File: src/rtl/circle_scan.sv
// Sequential driver for the point-in-circle judge: sweeps an 8x8 grid one point per cycle,
// presents registered squared distances to the combinational judge and counts hits.
module circle_scan #(
  parameter int unsigned COORD_W = 3
) (
  input  logic               clk,
  input  logic               reset,
  input  logic               start,
  input  logic [COORD_W-1:0] cx,
  input  logic [COORD_W-1:0] cy,
  input  logic [COORD_W-1:0] r,
  input  logic               ans,
  output logic [7:0]         square_x,
  output logic [7:0]         square_y,
  output logic [7:0]         square_r,
  output logic               busy,
  output logic               done,
  output logic [6:0]         count
);

  localparam int unsigned IdxW = 2 * COORD_W;

  typedef enum logic [1:0] {StIdle, StScan, StDrain, StDone} state_e;

  state_e              state_q, state_d;
  logic [COORD_W-1:0]  cx_q, cx_d;
  logic [COORD_W-1:0]  cy_q, cy_d;
  logic [IdxW-1:0]     idx_q, idx_d;
  logic                valid_q, valid_d;
  logic [7:0]          square_x_q, square_x_d;
  logic [7:0]          square_y_q, square_y_d;
  logic [7:0]          square_r_q, square_r_d;
  logic                busy_q, busy_d;
  logic                done_q, done_d;
  logic [6:0]          count_q, count_d;

  // (p - c)^2 via magnitude of a one-bit-wider signed difference.
  function automatic logic [7:0] sq_diff(input logic [COORD_W-1:0] p,
                                         input logic [COORD_W-1:0] c);
    logic [COORD_W:0]   d;
    logic [COORD_W:0]   d_neg;
    logic [COORD_W-1:0] mag;
    logic [7:0]         w;
    d     = {1'b0, p} - {1'b0, c};
    d_neg = -d;
    mag   = d[COORD_W] ? d_neg[COORD_W-1:0] : d[COORD_W-1:0];
    w     = {{(8-COORD_W){1'b0}}, mag};
    return w * w;
  endfunction

  always_comb begin
    state_d    = state_q;
    cx_d       = cx_q;
    cy_d       = cy_q;
    idx_d      = idx_q;
    valid_d    = valid_q;
    square_x_d = square_x_q;
    square_y_d = square_y_q;
    square_r_d = square_r_q;
    busy_d     = busy_q;
    done_d     = done_q;
    count_d    = count_q;
    unique case (state_q)
      StIdle: begin
        if (start) begin
          cx_d       = cx;
          cy_d       = cy;
          square_r_d = sq_diff(r, '0);
          count_d    = '0;
          idx_d      = '0;
          valid_d    = 1'b0;
          busy_d     = 1'b1;
          state_d    = StScan;
        end
      end
      StScan: begin
        square_x_d = sq_diff(idx_q[COORD_W-1:0], cx_q);
        square_y_d = sq_diff(idx_q[IdxW-1:COORD_W], cy_q);
        valid_d    = 1'b1;
        idx_d      = idx_q + IdxW'(1);
        // ans belongs to the point issued on the previous edge
        if (valid_q) count_d = count_q + {6'b0, ans};
        if (idx_q == '1) state_d = StDrain;
      end
      StDrain: begin
        count_d = count_q + {6'b0, ans};
        done_d  = 1'b1;
        busy_d  = 1'b0;
        valid_d = 1'b0;
        state_d = StDone;
      end
      StDone: begin
        done_d  = 1'b0;
        state_d = StIdle;
      end
      default: state_d = StIdle;
    endcase
  end

  always_ff @(posedge clk) begin
    if (reset) begin
      state_q    <= StIdle;
      cx_q       <= '0;
      cy_q       <= '0;
      idx_q      <= '0;
      valid_q    <= 1'b0;
      square_x_q <= '0;
      square_y_q <= '0;
      square_r_q <= '0;
      busy_q     <= 1'b0;
      done_q     <= 1'b0;
      count_q    <= '0;
    end else begin
      state_q    <= state_d;
      cx_q       <= cx_d;
      cy_q       <= cy_d;
      idx_q      <= idx_d;
      valid_q    <= valid_d;
      square_x_q <= square_x_d;
      square_y_q <= square_y_d;
      square_r_q <= square_r_d;
      busy_q     <= busy_d;
      done_q     <= done_d;
      count_q    <= count_d;
    end
  end

  assign square_x = square_x_q;
  assign square_y = square_y_q;
  assign square_r = square_r_q;
  assign busy     = busy_q;
  assign done     = done_q;
  assign count    = count_q;

endmodule

File: config.mk
export PLATFORM = sky130hd
export DESIGN_NAME = circle_scan
export DESIGN_NICKNAME = d
export VERILOG_FILES = /design/src/rtl/circle_scan.sv
export SDC_FILE = /design/constraint.sdc
export NUM_CORES = 1
export LEC_CHECK = 0
export CORE_UTILIZATION = 25
export DETAILED_ROUTE_END_ITERATION = 10
export DONT_BUFFER_PORTS = 1
export HOLD_SLACK_MARGIN = 0.15
export PLACE_DENSITY_LB_ADDON = 0.12
export SKIP_CTS_REPAIR_TIMING = 1
export SYNTH_ARGS = -nofsm -noshare
export SYNTH_HDL_FRONTEND = slang
export SYNTH_SLANG_ARGS = --single-unit
File: constraint.sdc
create_clock -name clk -period 7.53 [get_ports clk]
set_input_delay 1.1295 -clock clk [delete_from_list [all_inputs] [get_ports clk]]
set_output_delay 1.1295 -clock clk [all_outputs]
set_load 0.02 [all_outputs]
==> reports/qor.csv <==
metric;value;unit
Worst Clk Skew;0.009498;ns
Worst-Skew Late Latency;0.30;ns
Yosys top cell area share;0.3448;
Lkg Pwr;0.8887;nW
routed len/inst;13.47;um
status;completed;
final slew viol count;0;
CTS clk-pin slew, worst paths;0.09;ns
most used cell, CP;ha_1;
Cell variety after synth;50;
slowest stage delay, CP;0.49;ns
final core occ;0.2754;
Synth async-reset ratio;0;
critical path endpoint;square_x[4]$_SDFFE_PP0P_;
Seq/Total Area, Yosys;0.3448;
largest net degree at the start of global routing;33;
Nets;302;
clk buf depth;2;
DR DRC count;0;
hold slack;0.4564;ns
Synth Warn #;0;
worst vdd ir;0.00008292;V
syn_area_per_cell;8.388;um2
Placer Congestion;0.7331;
level count of the clock H-tree;2;
GRT overflow;0;
CTS buffer count;5;
power density over the cells;317.1;nW/um2
final std cells w/o fill;377;
setup_tns;0;ns
Via-to-Cell Ratio;4.822;
number of global-route vias before repair;1792;
final WL;5.078;mm
crit-path cells;inv_1 -> ha_1 -> fa_1 -> ha_1 -> or3b_2 -> o311ai_2 -> nand2_1 -> nor2_1 -> ha_1 -> nand2b_1 -> a41oi_1 -> a2111oi_0;
Vias;1818;
Fin. Hold Viols;0;
Ports;46;
delay-heaviest family, CP;adder cells;
DPL Wire Length;3.633;mm
Initial DRC Count;35;
fin crit period;3.146;ns
Post-Place Cells;369;
first-pass GRT wire length;8.493;mm
CP Launch Type;flip-flop;
Initial Utilization;0.2584;
r2r endpoint;square_x[4]$_SDFFE_PP0P_;
final cycle utilization of the critical path;0.4178;
r2r startpoint;idx_q[0]$_SDFFE_PP0P_;
CORE AREA;8763;um2
worst path arrival time;3.32;ns
RSZ-0062 raised after global routing;no;
initial antenna violation count;0;
Post-Syn Area;2265;um2
clock root cell;clkbuf_8;
Top FF cell, synth;dfxtp_1;
Die Y;97.18;um
PortBufs;0;
number of max-cap violations;0;
CP Launch Point;idx_q[0]$_SDFFE_PP0P_;
total power;0.7653;mW
Die Wd;97.18;um
Syn Inst Count;270;
# clock sinks;39;
Layout area overhead;6.574;%
Max Clk Rate;317.9;MHz
synth top area cells;dfxtp_1 (34%), ha_1 (10%), a21oi_1 (6.6%), nand2_1 (5.1%), nor2_1 (3.6%);
min-delay worst type;reg -> reg;
final setup fails;0;
headroom to the max-slew limit;0.5926;
Post-synth EDFFs;0;
Worst-Margin Slew;0.5942;ns
Std-Cell Rows;34;
post-route ant nets;0;
die footprint;9443;um2
CP max FO;4;
diodes inserted;0;
Crit path depth;12;
reg2reg setup slack;4.38;ns
reg2reg path depth;12;
commonest cells after routing, fill and taps aside;dfxtp_1 (39), nand2_1 (31), a21oi_1 (30);
total track usage;0.1119;
Worst Path Required;7.70;ns
post-synth top area cell;dfxtp_1;
crit path capture type;flip-flop;
CTS tree;done;
Initial DRT Pass Iterations;2;
commonest non-fill, non-tap cell in the layout;dfxtp_1;
buffers and inverters on the worst path;1;
ratio of cells with drive above 1 in the final layout;0.04461;
Synth Register Bits;39;
crit path kind;reg -> reg;
Worst path slowest cell;or3b_2;
==> power by group <==
group          switching (mW)  internal [mW]
Clock                  0.0804         0.0649
Combinational           0.192          0.124
Sequential             0.0576          0.246
==> cell families (layout without fill, tap and decap cells) <==
group	Yosys count	count (layout)	synth area share
simple gates	106	106	0.2425
other cells	1	9	0.001656
mux	5	5	0.02210
fa+ha+maj	21	21	0.1227
compound gates	62	62	0.1796
xor+xnor	4	4	0.01547
buf+inv	32	23	0.07127
flops	39	39	0.3448
==> how the worst min path moves through the flow <==
stage / from / end / slack (ns) / cells past startpoint
2_1_floorplan: cx_q[2]$_SDFFE_PP0P_ / cx_q[2]$_SDFFE_PP0P_ / 0.44 / 2
3_3_place_gp: cy_q[2]$_SDFFE_PP0P_ / cy_q[2]$_SDFFE_PP0P_ / 0.44 / 2
3_5_place_dp: cy_q[2]$_SDFFE_PP0P_ / cy_q[2]$_SDFFE_PP0P_ / 0.45 / 2
4_1_cts: cy_q[2]$_SDFFE_PP0P_ / cy_q[2]$_SDFFE_PP0P_ / 0.46 / 2
5_1_grt: cy_q[0]$_SDFFE_PP0P_ / cy_q[0]$_SDFFE_PP0P_ / 0.49 / 2
6_report: cy_q[2]$_SDFFE_PP0P_ / cy_q[2]$_SDFFE_PP0P_ / 0.46 / 2
==> flip-flops by register name (all words and copies together) (netlist names), 2 cells and up <==
register,cells
state_q,2
square_r,5
idx_q,6
count,7
square_x,5
cx_q,3
square_y,5
cy_q,3
==> cells in the mapped netlist (3+ instances only) <==
cell and number:
a211oi_1 4, a21oi_1 30, and2_1 6, buf_4 9, clkbuf_1 8, dfxtp_1 39
ha_1 19, inv_1 14, mux2i_1 5, nand2_1 31, nand2b_1 7, nand3_1 7
nand3b_1 3, nor2_1 22, nor2b_1 7, nor3_1 4, nor4_1 3, o21ai_0 6
o21bai_1 4, or3_1 3, xnor2_1 3
==> metal layers <==
layer	global-route usage	wire [um]	share of wire
met5	0	0	0
met3	0.03237	234	0.046
met2	0.1788	2268	0.45
met4	0.04822	74	0.015
met1	0.1397	2501	0.49
==> metrics by stage <==
| stage | instance area (um2) | worst slack (ns) |
|---|---|---|
| 2_1_floorplan | 2295 | 4.625 |
| 3_3_place_gp | 2328 | 4.481 |
| 3_5_place_dp | 2328 | 4.409 |
| 4_1_cts | 2414 | 4.378 |
| 5_1_grt | 2414 | 4.089 |
| 6_report | 2414 | 4.384 |
==> tightest hold or removal path, stage by stage (launching register included) <==
cell	delay [ns]
dfxtp_1	0.32
nand2_1	0.05
a21oi_1	0.05
==> area by class of cell <==
class / count / area (um2)
timing repair buffer: 1 / 7.507
inverter: 14 / 52.55
sequential: 39 / 780.7
clock inverter: 2 / 12.51
tap: 108 / 135.1
multi-input combinational: 207 / 1353
clock buffer: 6 / 72.57
fill: 959 / 6350
No activity file was read; power rests on OpenSTA's default activity.
